[config.mk]
export PLATFORM = sky130hd
export DESIGN_NAME = insn_encoder
export DESIGN_NICKNAME = d
export VERILOG_FILES = /design/src/rtl/insn_pkg.sv /design/src/rtl/insn_pack.sv /design/src/rtl/insn_encoder.sv
export SDC_FILE = /design/constraint.sdc
export NUM_CORES = 1
export LEC_CHECK = 0
export ABC_CLOCK_PERIOD_IN_PS = 4280
export BUFFER_PORTS_ARGS = -buffer_cell sky130_fd_sc_hd__buf_4
export CAP_MARGIN = 10
export CORE_ASPECT_RATIO = 0.75
export CORE_UTILIZATION = 57
export DETAILED_ROUTE_END_ITERATION = 7
export PLACE_DENSITY = 0.87
export REMOVE_ABC_BUFFERS = 1
export SETUP_SLACK_MARGIN = 0.02
export SLEW_MARGIN = 20
export SYNTH_ARGS = -nofsm -noshare
export SYNTH_HDL_FRONTEND = slang
export SYNTH_SLANG_ARGS = --single-unit
[constraint.sdc]
create_clock -name clk_i -period 4.28 [get_ports clk_i]
set_input_delay 1.284 -clock clk_i [delete_from_list [all_inputs] [get_ports clk_i]]
set_output_delay 1.284 -clock clk_i [all_outputs]
set_load 0.005 [all_outputs]
[src/rtl/insn_pkg.sv]
// Shared types and constants for the RV32I instruction encoder.
package insn_pkg;

  // Instruction formats; encodings 6 and 7 are illegal on fmt_i.
  typedef enum logic [2:0] {
    FMT_R = 3'd0,
    FMT_I = 3'd1,
    FMT_S = 3'd2,
    FMT_B = 3'd3,
    FMT_U = 3'd4,
    FMT_J = 3'd5
  } fmt_e;

  localparam logic [6:0] OP_IMM = 7'b0010011;
  localparam logic [6:0] LOAD   = 7'b0000011;
  localparam logic [6:0] JALR   = 7'b1100111;
  localparam logic [6:0] STORE  = 7'b0100011;
  localparam logic [6:0] BRANCH = 7'b1100011;
  localparam logic [6:0] JAL    = 7'b1101111;
  localparam logic [6:0] LUI    = 7'b0110111;
  localparam logic [6:0] AUIPC  = 7'b0010111;
  localparam logic [6:0] OP     = 7'b0110011;

  // Raw decoded fields as held in the first pipeline stage. fmt is kept as
  // plain bits so illegal encodings survive into the packer.
  typedef struct packed {
    logic [2:0]  fmt;
    logic [6:0]  opcode;
    logic [4:0]  rd;
    logic [4:0]  rs1;
    logic [4:0]  rs2;
    logic [2:0]  funct3;
    logic [6:0]  funct7;
    logic [31:0] imm;
  } s1_fields_t;

endpackage

[src/rtl/insn_pack.sv]
// Combinational packer: decoded fields -> 32-bit RV32I word plus an
// "immediate not representable / format illegal" flag.
module insn_pack
  import insn_pkg::*;
(
  input  s1_fields_t  fields,
  output logic [31:0] insn,
  output logic        err
);

  logic [31:0] imm;
  logic        i_fits;
  logic        b_fits;
  logic        j_fits;

  assign imm = fields.imm;

  // Sign-extension checks: upper bits must all match the format's sign bit.
  always_comb begin
    i_fits = (&imm[31:11]) | ~(|imm[31:11]);
    b_fits = (&imm[31:12]) | ~(|imm[31:12]);
    j_fits = (&imm[31:20]) | ~(|imm[31:20]);
  end

  // Field placement per format; truncated immediate bits are packed even on error.
  always_comb begin
    insn = '0;
    err  = 1'b0;
    case (fields.fmt)
      FMT_R: begin
        insn = {fields.funct7, fields.rs2, fields.rs1, fields.funct3,
                fields.rd, fields.opcode};
      end
      FMT_I: begin
        insn = {imm[11:0], fields.rs1, fields.funct3, fields.rd, fields.opcode};
        err  = ~i_fits;
      end
      FMT_S: begin
        insn = {imm[11:5], fields.rs2, fields.rs1, fields.funct3, imm[4:0],
                fields.opcode};
        err  = ~i_fits;
      end
      FMT_B: begin
        insn = {imm[12], imm[10:5], fields.rs2, fields.rs1, fields.funct3,
                imm[4:1], imm[11], fields.opcode};
        err  = ~b_fits | imm[0];
      end
      FMT_U: begin
        insn = {imm[31:12], fields.rd, fields.opcode};
        err  = |imm[11:0];
      end
      FMT_J: begin
        insn = {imm[20], imm[10:1], imm[11], imm[19:12], fields.rd,
                fields.opcode};
        err  = ~j_fits | imm[0];
      end
      default: begin
        insn = '0;
        err  = 1'b1;
      end
    endcase
  end

endmodule

[src/rtl/insn_encoder.sv]
// Two-stage elastic RV32I instruction encoder with valid/ready on both sides.
// Optional feature macro: INSN_ENCODER_ERRCNT_EN adds err_cnt_o, a saturating
// count of output transfers that carried err_o=1.
module insn_encoder
  import insn_pkg::*;
#(
  parameter int DWIDTH   = 32,
  parameter int ERRCNT_W = 16
) (
  input  logic                clk_i,
  input  logic                rst_ni,
  input  logic                in_valid_i,
  output logic                in_ready_o,
  input  logic [2:0]          fmt_i,
  input  logic [6:0]          opcode_i,
  input  logic [4:0]          rd_i,
  input  logic [4:0]          rs1_i,
  input  logic [4:0]          rs2_i,
  input  logic [2:0]          funct3_i,
  input  logic [6:0]          funct7_i,
  input  logic [DWIDTH-1:0]   imm_i,
  output logic                out_valid_o,
  input  logic                out_ready_i,
  output logic [DWIDTH-1:0]   insn_o,
`ifdef INSN_ENCODER_ERRCNT_EN
  output logic [ERRCNT_W-1:0] err_cnt_o,
`endif
  output logic                err_o
);

  s1_fields_t        s1_q;
  logic              s1_valid;
  logic              s2_valid;
  logic [DWIDTH-1:0] insn_q;
  logic              err_q;
  logic [31:0]       pack_insn;
  logic              pack_err;
  logic              s2_load;
  logic              in_fire;
  logic              s1_adv;

  // Ready derives only from stage occupancy and out_ready_i, never in_valid_i.
  assign s2_load    = ~s2_valid | out_ready_i;
  assign s1_adv     = s1_valid & s2_load;
  assign in_ready_o = ~s1_valid | s2_load;
  assign in_fire    = in_valid_i & in_ready_o;

  insn_pack u_pack (
    .fields (s1_q),
    .insn   (pack_insn),
    .err    (pack_err)
  );

  // Stage 1: capture raw fields on input transfer.
  always_ff @(posedge clk_i or negedge rst_ni) begin
    if (!rst_ni) begin
      s1_valid <= 1'b0;
      s1_q     <= '0;
    end else begin
      if (in_fire) begin
        s1_valid <= 1'b1;
        s1_q     <= '{fmt: fmt_i, opcode: opcode_i, rd: rd_i, rs1: rs1_i,
                      rs2: rs2_i, funct3: funct3_i, funct7: funct7_i,
                      imm: imm_i};
      end else if (s1_adv) begin
        s1_valid <= 1'b0;
      end
    end
  end

  // Stage 2: register the packed word; holds while the consumer stalls.
  always_ff @(posedge clk_i or negedge rst_ni) begin
    if (!rst_ni) begin
      s2_valid <= 1'b0;
      insn_q   <= '0;
      err_q    <= 1'b0;
    end else if (s2_load) begin
      s2_valid <= s1_valid;
      if (s1_valid) begin
        insn_q <= pack_insn;
        err_q  <= pack_err;
      end
    end
  end

  assign out_valid_o = s2_valid;
  assign insn_o      = insn_q;
  assign err_o       = err_q;

`ifdef INSN_ENCODER_ERRCNT_EN
  logic [ERRCNT_W-1:0] err_cnt_q;

  // Saturating count of errored output transfers.
  always_ff @(posedge clk_i or negedge rst_ni) begin
    if (!rst_ni) begin
      err_cnt_q <= '0;
    end else if (s2_valid && out_ready_i && err_q && (err_cnt_q != '1)) begin
      err_cnt_q <= err_cnt_q + ERRCNT_W'(1);
    end
  end

  assign err_cnt_o = err_cnt_q;
`endif

endmodule

==> results of run 1 <==
-- sequential cells by signal (all words and copies together) (netlist names) --
signal,count
s1_q,67
err_o,1
s1_valid,1
out_valid_o,1
insn_o,32
-- cells in the mapped netlist --
library cell	count	area, um2
sky130_fd_sc_hd__a2111oi_1	1	10.0
sky130_fd_sc_hd__a21oi_1	22	110
sky130_fd_sc_hd__a21oi_2	1	8.76
sky130_fd_sc_hd__a221oi_1	8	70.1
sky130_fd_sc_hd__a22o_1	13	114
sky130_fd_sc_hd__a22oi_1	10	75.1
sky130_fd_sc_hd__a2bb2oi_1	5	43.8
sky130_fd_sc_hd__and3_1	1	6.26
sky130_fd_sc_hd__buf_1	1	3.75
sky130_fd_sc_hd__buf_2	14	70.1
sky130_fd_sc_hd__buf_4	5	37.5
sky130_fd_sc_hd__buf_6	1	11.3
sky130_fd_sc_hd__clkbuf_1	6	22.5
sky130_fd_sc_hd__dfrtp_1	102	2550
sky130_fd_sc_hd__inv_1	10	37.5
sky130_fd_sc_hd__mux2_2	67	754
sky130_fd_sc_hd__mux2i_1	7	70.1
sky130_fd_sc_hd__nand2_1	18	67.6
sky130_fd_sc_hd__nand2b_1	4	25.0
sky130_fd_sc_hd__nand3_1	2	10.0
sky130_fd_sc_hd__nand3b_1	1	7.51
sky130_fd_sc_hd__nand4_1	5	31.3
sky130_fd_sc_hd__nor2_1	6	22.5
sky130_fd_sc_hd__nor2b_1	8	50.1
sky130_fd_sc_hd__nor3_1	3	15.0
sky130_fd_sc_hd__nor4_1	5	31.3
sky130_fd_sc_hd__nor4_2	1	12.5
sky130_fd_sc_hd__o2111ai_1	2	17.5
sky130_fd_sc_hd__o211ai_1	4	30.0
sky130_fd_sc_hd__o21ai_0	21	105
sky130_fd_sc_hd__o31ai_1	1	7.51
sky130_fd_sc_hd__or4_1	1	7.51
sky130_fd_sc_hd__or4_4	1	11.3
sky130_fd_sc_hd__xnor2_1	1	8.76
-- final cells by class --
class | instances | share of cell area
clock buffer | 10 | 0.0233
clock inverter | 6 | 0.0114
inverter | 10 | 0.00686
multi-input combinational | 219 | 0.316
sequential | 102 | 0.466
tap | 101 | 0.0231
timing repair buffer | 110 | 0.153
-- report_power, final --
group          leakage [nW]  switching (mW)  internal (mW)
Sequential             1.21           0.164           1.14
Clock                 0.100           0.315          0.270
Combinational          1.17           0.226          0.336
Total                  2.48           0.704           1.74
-- cell families after synthesis --
| family | after synthesis |
|---|---|
| and+or+nand+nor | 56 |
| muxes | 74 |
| AOI/OAI and AO/OA | 88 |
| buffers and inverters | 37 |
| xor gates and xnor gates | 1 |
| DFF | 102 |
-- metrics by stage --
stage,hold slack [ps],std cells,power [mW]
6_report,487,558,2.45
5_1_grt,511,558,2.59
4_1_cts,493,558,2.47
3_5_place_dp,471,542,1.88
3_3_place_gp,462,542,1.85
2_1_floorplan,457,331,1.58
-- routing by layer --
metal	GRT usage	wire length, um	share of wire	vias to the layer above
met3	0.0698	741	0.077	8
met4	0.0700	87	0.0090	0
met2	0.381	4390	0.46	130
met5	0	0	0	-
li1	-	-	-	1491
met1	0.352	4400	0.46	1564
-- worst max-delay path by stage --
stage | endpoint | slack [ps] | from
2_1_floorplan | s1_q[0]$_DFFE_PN0P_ | 800 | out_ready_i
3_3_place_gp | in_ready_o | 1260 | out_ready_i
3_5_place_dp | in_ready_o | 1230 | out_ready_i
4_1_cts | in_ready_o | 1230 | out_ready_i
5_1_grt | in_ready_o | 1200 | out_ready_i
6_report | in_ready_o | 1230 | out_ready_i
-- worst max-delay path, delay by kind of cell --
| kind | cells | cell delay (ps) |
|---|---|---|
| AND/OR/NAND/NOR | 1 | 200 |
| buffers and inverters | 2 | 280 |
==> metrics.csv, run 1 <==
metric,value,unit
synth.area.mux_share,0.185,
clock.fmax,0.328,GHz
critPathLaunchType,input pin,
syn-instance-count,358,
grt_use_total,0.250,
synth_top_family_by_area,multiplexers,
start_util,0.597,
tritoncts_clock_tree,yes,
holdCritStartpoint,insn_o[9]$_DFFE_PN0P_,
globalplace.congestion,0.825,
worst_setup_path_end_kind,primary output,
synth_compound_gate_area_share,0.133,
yosys_warnings,0,
remaining_drc_errors,0,
fin_area,5480,um2
core_area,7470,um2
setup_viol_count_final,0,
leading_cell_type_in_the_layout_fill_and_taps_excluded,sky130_fd_sc_hd__buf_4,
die_h,78.6,um
ios,106,
viasPerCell,5.72,
worst_slack,1230,ps
rsz_0062_raised_after_global_routing,no,
fin_tns_setup,0,ps
first_iter_violations,207,
critical_path_peak_fanout,3,
syn_area_per_cell,12.5,um2
ys_ff_latch,102,
design.die.area,8180,um2
postRouteAntennaNets,0,
outcome,finished clean,
dp_hpwl,6770,um
vdd.ir_drop.worst,0.200,mV
endpoint_of_the_worst_hold_timing_path,insn_o[9]$_DFFE_PN0P_,
cts_repair_resize_count,0,
worstHoldPathType,flop to flop,
multi_input_area,1730,um2
post_route_cells_drive_above_1_share,0.433,
max_cap_viol_count,0,
worstSetupPathType,input pin to primary output,
synth_adder_area_share,0,
postCtsSetupBuffers,0,
clock_tree.buffer_depth,2,
cpMostUsedCell,sky130_fd_sc_hd__buf_4,
worst_pin_slew,1010,ps
r2r_end,insn_o[20]$_DFFE_PN0P_,
path_cells,"buf_4, nand3b_1, buf_4",
utilization,0.733,
ff2ff_setup_slack,2120,ps
static-leakage-power,2.48,nW
wire_per_inst,17.2,um
ff2ff_path_depth,4,
detail_route.first_pass.iterations,4,
clock_tree.root_cell,sky130_fd_sc_hd__clkbuf_8,
final-seq-area,2550,um2
timing.critical_path.slowest_cell_delay,200,ps
layout-area-overhead-vs-synth,22.8,%
antenna-diode-count,0,
synth_xor_area_frac,0.00196,
n_fill_cell,524,
finish.net_count,523,
layout_common_cells,"109 x sky130_fd_sc_hd__buf_4, 102 x sky130_fd_sc_hd__dfrtp_1, 67 x sky130_fd_sc_hd__mux2_2, 22 x sky130_fd_sc_hd__a21oi_1, 21 x sky130_fd_sc_hd__o21ai_0",
share_of_synthesized_cell_area_in_and_or_nand_and_nor_gates,0.0668,
clock-sinks,102,
seq_area_frac_synth,0.573,
worst_setup_hold_path_clk_slew,90,ps
timing_hold_violations_final,0,
detailedPlace.worstSlack,1230,ps
number_of_antenna_violations_at_the_first_check_in_global_routing,0,
finalCriticalPeriod,3050,ps
synth_cell_type_count,34,
max_slew_headroom,0.329,
slowest_cell_on_crit_path,sky130_fd_sc_hd__nand3b_1,
period_share,0.712,
power.density,447,nW/um2
grt_max_degree,56,
wire_length_of_the_first_global_routing_pass,15600,um
aggregate_global_routing_overflow,0,
synth.cell_area,4460,um2
worst_clk_skew,11.4,ps
detailroute.via_count,3193,
detail_route.wirelength,9620,um
holdBufCountCts,0,
timing.final.max_slew_violations,0,
cell_count_of_the_worst_hold_path,2,
reg2reg_from,s1_q[66]$_DFFE_PN0P_,
worstPathArrival,1760,ps
die-width,104,um
number_of_core_rows,27,
tritoncts_buffers,9,
htree_levels,3,
placedInstanceArea,5280,um2
first_global_vias,3122,
place.port_buffers,105,
required,3000,ps
worst_skew_pair.late_latency,360,ps
No activity file was read; power rests on OpenSTA's default activity.
==> inputs of run 2 (changes only) <==
--- a/config.mk
+++ b/config.mk
@@ -5,13 +5,14 @@
 export SDC_FILE = /design/constraint.sdc
 export NUM_CORES = 1
 export LEC_CHECK = 0
-export ABC_CLOCK_PERIOD_IN_PS = 4280
+export ABC_AREA = 1
+export ABC_CLOCK_PERIOD_IN_PS = 3050
 export BUFFER_PORTS_ARGS = -buffer_cell sky130_fd_sc_hd__buf_4
 export CAP_MARGIN = 10
 export CORE_ASPECT_RATIO = 0.75
-export CORE_UTILIZATION = 57
+export CORE_UTILIZATION = 54
 export DETAILED_ROUTE_END_ITERATION = 7
-export PLACE_DENSITY = 0.87
+export PLACE_DENSITY = 0.83
 export REMOVE_ABC_BUFFERS = 1
 export SETUP_SLACK_MARGIN = 0.02
 export SLEW_MARGIN = 20
==> constraint.sdc (replaced) <==
create_clock -name clk_i -period 3.05 [get_ports clk_i]
set_input_delay 0.915 -clock clk_i [delete_from_list [all_inputs] [get_ports clk_i]]
set_output_delay 0.915 -clock clk_i [all_outputs]
set_load 0.005 [all_outputs]
==> metrics.csv, run 2 <==
metric,value,unit,change
outcome,finished clean,,
number_of_antenna_violations_at_the_first_check_in_global_routing,0,,unchanged
aggregate_global_routing_overflow,0,,unchanged
cts_repair_resize_count,0,,unchanged
detailroute.via_count,3686,,+15%
clock_tree.root_cell,sky130_fd_sc_hd__clkbuf_8,,
synth_top_area_cell,sky130_fd_sc_hd__dfrtp_1,,
grt_max_degree,69,,+23%
layout-area-overhead-vs-synth,24.2,%,
worst_skew_pair.late_latency,360,ps,about the same
first_global_vias,3567,,+14%
cpMostUsedCell,sky130_fd_sc_hd__buf_4,,
grt.met1_usage,0.362,,+0.0102
max_cap_viol_count,0,,unchanged
worst_setup_hold_path_clk_slew,100,ps,about the same
dp.cells,665,,+23%
antenna-diode-count,0,,unchanged
synth_top_area_frac,0.559,,-0.0133
yosys_warnings,0,,unchanged
remaining_drc_errors,0,,unchanged
synth.cell_area,4560,um2,+2.4%
die_h,81.6,um,+3.9%
critical_path_peak_fanout,3,,unchanged
syn-instance-count,467,,+30%
grt_use_total,0.262,,+0.0122
grt.met2_usage,0.424,,+0.0435
postCtsSetupBuffers,0,,unchanged
clock.fmax,0.422,GHz,
tritoncts_buffers,9,,unchanged
finish.net_count,642,,+23%
ios,106,,unchanged
leading_cell_type_in_the_layout_fill_and_taps_excluded,sky130_fd_sc_hd__buf_4,,
ys.flop_type,sky130_fd_sc_hd__dfrtp_1,,
ys_ff_latch,102,,unchanged
die-width,108,um,+3.9%
synthMostInstantiatedCell,sky130_fd_sc_hd__dfrtp_1,,
worstPathArrival,1450,ps,-310 ps
globalplace.congestion,0.872,,+5.8%
wire_length_of_the_first_global_routing_pass,17400,um,+12%
required,2130,ps,-870 ps
timing.final.max_slew_violations,0,,unchanged
tritoncts_clock_tree,yes,,
synth.top_cells.by_count,"102 x sky130_fd_sc_hd__dfrtp_1, 79 x sky130_fd_sc_hd__nand2_1, 66 x sky130_fd_sc_hd__nor2_1",,
path_cells,"buf_4, inv_1, nand3_2, buf_4",,
htree_levels,3,,unchanged
timing_hold_violations_final,0,,unchanged
core_area,8020,um2,+7.5%
period_share,0.776,,
holdBufCountCts,0,,unchanged
postSynth.asyncResetShare,1.00,,unchanged
fin_tns_setup,0,ps,unchanged
power.density,664,nW/um2,+49%
worst_clk_skew,9.89,ps,-1.48 ps
filler_free_cell_count_of_the_finished_design,681,,+22%
vdd.ir_drop.worst,0.366,mV,+83%
postRouteAntennaNets,0,,unchanged
seq_area_frac_synth,0.559,,-0.0133
clock-sinks,102,,unchanged
detail_route.first_pass.iterations,5,,+1
start_util,0.569,,-0.0282
worst_pin_slew,496,ps,-510 ps
layout_common_cells,"108 x sky130_fd_sc_hd__buf_4, 102 x sky130_fd_sc_hd__dfrtp_1, 79 x sky130_fd_sc_hd__nand2_1, 66 x sky130_fd_sc_hd__nor2_1",,
setup_viol_count_final,0,,unchanged
worst_setup_path_end_kind,primary output,,
synth_edf_count,0,,unchanged
viasPerCell,5.41,,-5.4%
global_route.usage.met3,0.0532,,-0.0166
largest_register_ffs,67,,unchanged
n_fill_cell,607,,+16%
finalCriticalPeriod,2370,ps,
timing.critical_path.slowest_cell_delay,160,ps,-40 ps
wire_per_inst,15.7,um,-8.8%
first_iter_violations,280,,+35%
busiest_layer,met2,,
synth_cell_type_count,25,,-26%
place.port_buffers,105,,unchanged
slowest_cell_on_crit_path,sky130_fd_sc_hd__buf_4,,
number_of_core_rows,28,,+3.7%
syn_area_per_cell,9.77,um2,-22%
largest-register,s1_q,,
detail_route.wirelength,10700,um,+11%
clock_tree.buffer_depth,2,,unchanged
dp_hpwl,7380,um,+9.1%
post_route_cells_drive_above_1_share,0.328,,-0.105
rsz_0062_raised_after_global_routing,no,,
static-leakage-power,2.75,nW,+11%
synth.top_cells.by_area,"sky130_fd_sc_hd__dfrtp_1 56%, sky130_fd_sc_hd__mux2_2 12%, sky130_fd_sc_hd__nand2_1 6.5%",,
critPathLaunchType,input pin,,
worstHoldPathType,input pin to asynchronous set/reset pin,,
design.die.area,8830,um2,+7.9%
worstSetupPathType,input pin to primary output,,
max_slew_headroom,0.669,,+0.340
## run 2: cell types whose count changed in the layout (fill, tap and decap cells not counted), moves of 13 or more
cell / delta
sky130_fd_sc_hd__mux2_2: -18
sky130_fd_sc_hd__nand2_1: +63
sky130_fd_sc_hd__nor2_1: +60
sky130_fd_sc_hd__a22o_1: -13
sky130_fd_sc_hd__inv_1: +39
## run 2: area by class of cell
type | instances | area, um2 | share of cell area
Multi-Input combinational cell | 292 | 1690 | 0.298
Sequential cell | 102 | 2550 | 0.450
Timing Repair Buffer | 111 | 871 | 0.154
Clock buffer | 11 | 131 | 0.0232
Inverter | 55 | 209 | 0.0369
Clock inverter | 5 | 82.6 | 0.0146
Tap cell | 105 | 131 | 0.0232
## run 2: critical path, delay by kind of cell
family	cells	cell delay (ps)
AND/OR/NAND/NOR	1	140
buffers and inverters	3	400
## run 2: final timing paths
path,startpoint,endpoint,slack [ps],cells after the start
min,rst_ni,insn_o[19]$_DFFE_PN0P_,490,1
max in group asynchronous,rst_ni,s1_q[26]$_DFFE_PN0P_,1830,2
max,out_ready_i,in_ready_o,680,4
min reg2reg,s1_q[61]$_DFFE_PN0P_,insn_o[4]$_DFFE_PN0P_,510,2
min in group clk_i,s1_q[61]$_DFFE_PN0P_,insn_o[4]$_DFFE_PN0P_,510,2
max reg2reg,s1_q[65]$_DFFE_PN0P_,err_o$_DFFE_PN0P_,1420,6
## run 2: cell families (layout without fill, tap and decap cells)
| logic type | count (synthesis) | in the layout | synth area share |
|---|---|---|---|
| simple gates | 165 | 165 | 0.147 |
| flops | 102 | 102 | 0.559 |
| compound gates | 78 | 78 | 0.0998 |
| buf+inv | 73 | 182 | 0.0729 |
| mux | 49 | 49 | 0.121 |
## run 2: report_power, final
part | total, mW | switching (mW) | leakage (nW) | internal, mW
registers | 1.85 | 0.204 | 1.20 | 1.64
clock network | 0.928 | 0.462 | 0.108 | 0.467
logic | 0.990 | 0.466 | 1.45 | 0.524
## run 2: metal layers
layer | routed length [um] | share of wire | vias up
met5 | 0 | 0 | -
met4 | 138 | 0.013 | 0
met3 | 775 | 0.072 | 15
met2 | 5010 | 0.47 | 141
met1 | 4780 | 0.45 | 1801
li1 | - | - | 1729
## run 2: per-stage QoR
step | utilization | hold slack [ps] | instance area [um2] | total power, mW | setup WS (ps)
5_1_grt | 0.707 | 512 | 5670 | 3.97 | 652
4_1_cts | 0.707 | 500 | 5670 | 3.79 | 685
3_3_place_gp | 0.680 | 483 | 5460 | 2.81 | 715
3_5_place_dp | 0.680 | 493 | 5460 | 2.85 | 686
6_report | 0.707 | 494 | 5670 | 3.77 | 682
2_1_floorplan | - | 472 | 4440 | 2.32 | 131
==> inputs of run 3 (changes only) <==
--- a/config.mk
+++ b/config.mk
@@ -6,13 +6,13 @@
 export NUM_CORES = 1
 export LEC_CHECK = 0
 export ABC_AREA = 1
-export ABC_CLOCK_PERIOD_IN_PS = 3050
+export ABC_CLOCK_PERIOD_IN_PS = 2100
 export BUFFER_PORTS_ARGS = -buffer_cell sky130_fd_sc_hd__buf_4
 export CAP_MARGIN = 10
 export CORE_ASPECT_RATIO = 0.75
-export CORE_UTILIZATION = 54
+export CORE_UTILIZATION = 48
 export DETAILED_ROUTE_END_ITERATION = 7
-export PLACE_DENSITY = 0.83
+export PLACE_DENSITY = 0.78
 export REMOVE_ABC_BUFFERS = 1
 export SETUP_SLACK_MARGIN = 0.02
 export SLEW_MARGIN = 20
==> constraint.sdc (replaced) <==
create_clock -name clk_i -period 2.1 [get_ports clk_i]
set_input_delay 0.63 -clock clk_i [delete_from_list [all_inputs] [get_ports clk_i]]
set_output_delay 0.63 -clock clk_i [all_outputs]
set_load 0.005 [all_outputs]
==> metrics.csv, run 3 (same netlist as run 2, synthesis figures left out) <==
metric,value,unit,change
fin_tns_setup,0,ps,unchanged
layout-area-overhead-vs-synth,27.7,%,
clock-sinks,102,,unchanged
holdBufCountCts,0,,unchanged
critical_path_peak_fanout,3,,unchanged
finalCriticalPeriod,1770,ps,
required,1470,ps,-660 ps
slowest_cell_on_crit_path,sky130_fd_sc_hd__buf_4,,
postRouteAntennaNets,0,,unchanged
fin_total_pwr,5.82,mW,+55%
clock_tree.buffer_depth,2,,unchanged
worst_slack,325,ps,-357 ps
first_iter_violations,207,,-26%
postCtsSetupBuffers,0,,unchanged
static-leakage-power,2.81,nW,+1.9%
timing.hold.ws,210,ps,-284 ps
rsz_0062_raised_after_global_routing,no,,
critPathLaunchType,input pin,,
largest_register_ffs,67,,unchanged
timing_hold_violations_final,0,,unchanged
vdd.ir_drop.worst,0.426,mV,+16%
share_seq_of_total_power,0.460,,-0.031
globalplace.congestion,0.864,,-0.95%
wire_per_inst,14.9,um,-5.1%
filler_free_cell_count_of_the_finished_design,706,,+3.7%
design.die.area,9910,um2,+12%
layout_common_cells,"108 x sky130_fd_sc_hd__buf_4, 102 x sky130_fd_sc_hd__dfrtp_1, 79 x sky130_fd_sc_hd__nand2_1, 66 x sky130_fd_sc_hd__nor2_1",,
worst_setup_path_end_kind,primary output,,
worst_skew_pair.late_latency,350,ps,about the same
post_route_cells_drive_above_1_share,0.334,,+0.00579
net_switching_fraction_of_the_power,0.296,,-0.00514
worstSetupPathType,input pin to primary output,,
number_of_antenna_violations_at_the_first_check_in_global_routing,0,,unchanged
power.density,999,nW/um2,+50%
power.combinational.fraction,0.249,,-0.014
start_util,0.500,,-0.0685
core_area,9120,um2,+14%
viasPerCell,5.07,,-6.4%
detail_route.first_pass.iterations,4,,-1
max_cap_viol_count,0,,unchanged
die-width,115,um,+6.0%
remaining_drc_errors,0,,unchanged
clock.fmax,0.564,GHz,
number_of_core_rows,30,,+7.1%
leading_cell_type_in_the_layout_fill_and_taps_excluded,sky130_fd_sc_hd__buf_4,,
timing.final.max_slew_violations,0,,unchanged
worst_setup_hold_path_clk_slew,70,ps,-30 ps
power.switching,1.72,mW,+52%
cts_repair_resize_count,0,,unchanged
detail_route.wirelength,10500,um,-1.7%
tritoncts_buffers,9,,unchanged
htree_levels,3,,unchanged
worstPathArrival,1140,ps,-310 ps
worst_pin_slew,405,ps,-91.1 ps
clock_tree.root_cell,sky130_fd_sc_hd__clkbuf_16,,
detailroute.via_count,3578,,-2.9%
wire_length_of_the_first_global_routing_pass,17300,um,-0.48%
max_slew_headroom,0.730,,+0.0607
antenna-diode-count,0,,unchanged
detailedPlace.worstSlack,225,ps,-461 ps
aggregate_global_routing_overflow,0,,unchanged
setup_viol_count_final,0,,unchanged
dp.cells,690,,+3.8%
finish.net_count,644,,+0.31%
timing.critical_path.slowest_cell_delay,160,ps,about the same
worst_clk_skew,5.46,ps,-4.42 ps
ios,106,,unchanged
dp_hpwl,7490,um,+1.4%
tritoncts_clock_tree,yes,,
power_frac_clock,0.292,,+0.045
p_int,4.10,mW,+56%
outcome,finished clean,,
grt_use_total,0.229,,-0.0326
die_h,86.5,um,+5.9%
path_cells,"buf_4, inv_1, nand3_2, buf_4",,
period_share,0.845,,
first_global_vias,3667,,+2.8%
grt_max_degree,49,,-29%
cpMostUsedCell,sky130_fd_sc_hd__buf_4,,
largest-register,s1_q,,
place.port_buffers,105,,unchanged
worstHoldPathType,input pin to asynchronous set/reset pin,,
[run 3: changes by cell type in the layout (fill, tap and decap cells not counted)]
cell                         previous run  this run
sky130_fd_sc_hd__buf_12                 3         5
sky130_fd_sc_hd__bufinv_16              2         1
sky130_fd_sc_hd__clkbuf_1               2         0
sky130_fd_sc_hd__clkbuf_16              0         9
sky130_fd_sc_hd__clkbuf_8               9         0
sky130_fd_sc_hd__clkinv_2               1         0
sky130_fd_sc_hd__clkinvlp_4             0         2
sky130_fd_sc_hd__inv_6                  1         3
[run 3: power by group through the flow]
stage	Clock [mW]	Combinational (mW)	Sequential [mW]
2_1_floorplan	0	0.710	2.67
3_3_place_gp	0	1.41	2.69
3_5_place_dp	0	1.45	2.71
4_1_cts	1.73	1.46	2.68
5_1_grt	1.80	1.62	2.73
6_report	1.70	1.45	2.68
[run 3: metal layers]
layer,up-vias,global-route usage,part of all wire
met2,113,0.373,0.46
met3,12,0.0552,0.060
li1,1738,-,-
met1,1715,0.311,0.47
met4,0,0.0590,0.011
met5,-,0,0
[run 3: path summary, 6_finish.rpt]
kind	endpoint	from	depth (start not counted)	slack, ps
worst max-delay path	in_ready_o	out_ready_i	4	330
worst min-delay path	insn_o[12]$_DFFE_PN0P_	rst_ni	1	210
worst max register to register	insn_o[28]$_DFFE_PN0P_	s1_q[65]$_DFFE_PN0P_	6	500
worst min register to register	s1_q[50]$_DFFE_PN0P_	s1_q[50]$_DFFE_PN0P_	1	510
max in group asynchronous	s1_q[33]$_DFFE_PN0P_	rst_ni	2	1320
min in group clk_i	s1_q[50]$_DFFE_PN0P_	s1_q[50]$_DFFE_PN0P_	1	510
[run 3: cell type report]
type	instances	area (um2)
Fill cell	765	3290
Inverter	55	209
Tap cell	128	160
Timing Repair Buffer	113	911
Sequential cell	102	2550
Clock inverter	7	80.1
Clock buffer	9	225
Multi-Input combinational cell	292	1690
[run 3: through the flow]
stage / area [um2] / utilization
2_1_floorplan: 4440 / -
3_3_place_gp: 5520 / 0.606
3_5_place_dp: 5520 / 0.606
4_1_cts: 5830 / 0.639
5_1_grt: 5830 / 0.639
6_report: 5830 / 0.639
[run 3: critical path, delay by kind of cell]
kind	cells	cell delay, ps
buf+inv	3	390
simple gates	1	130
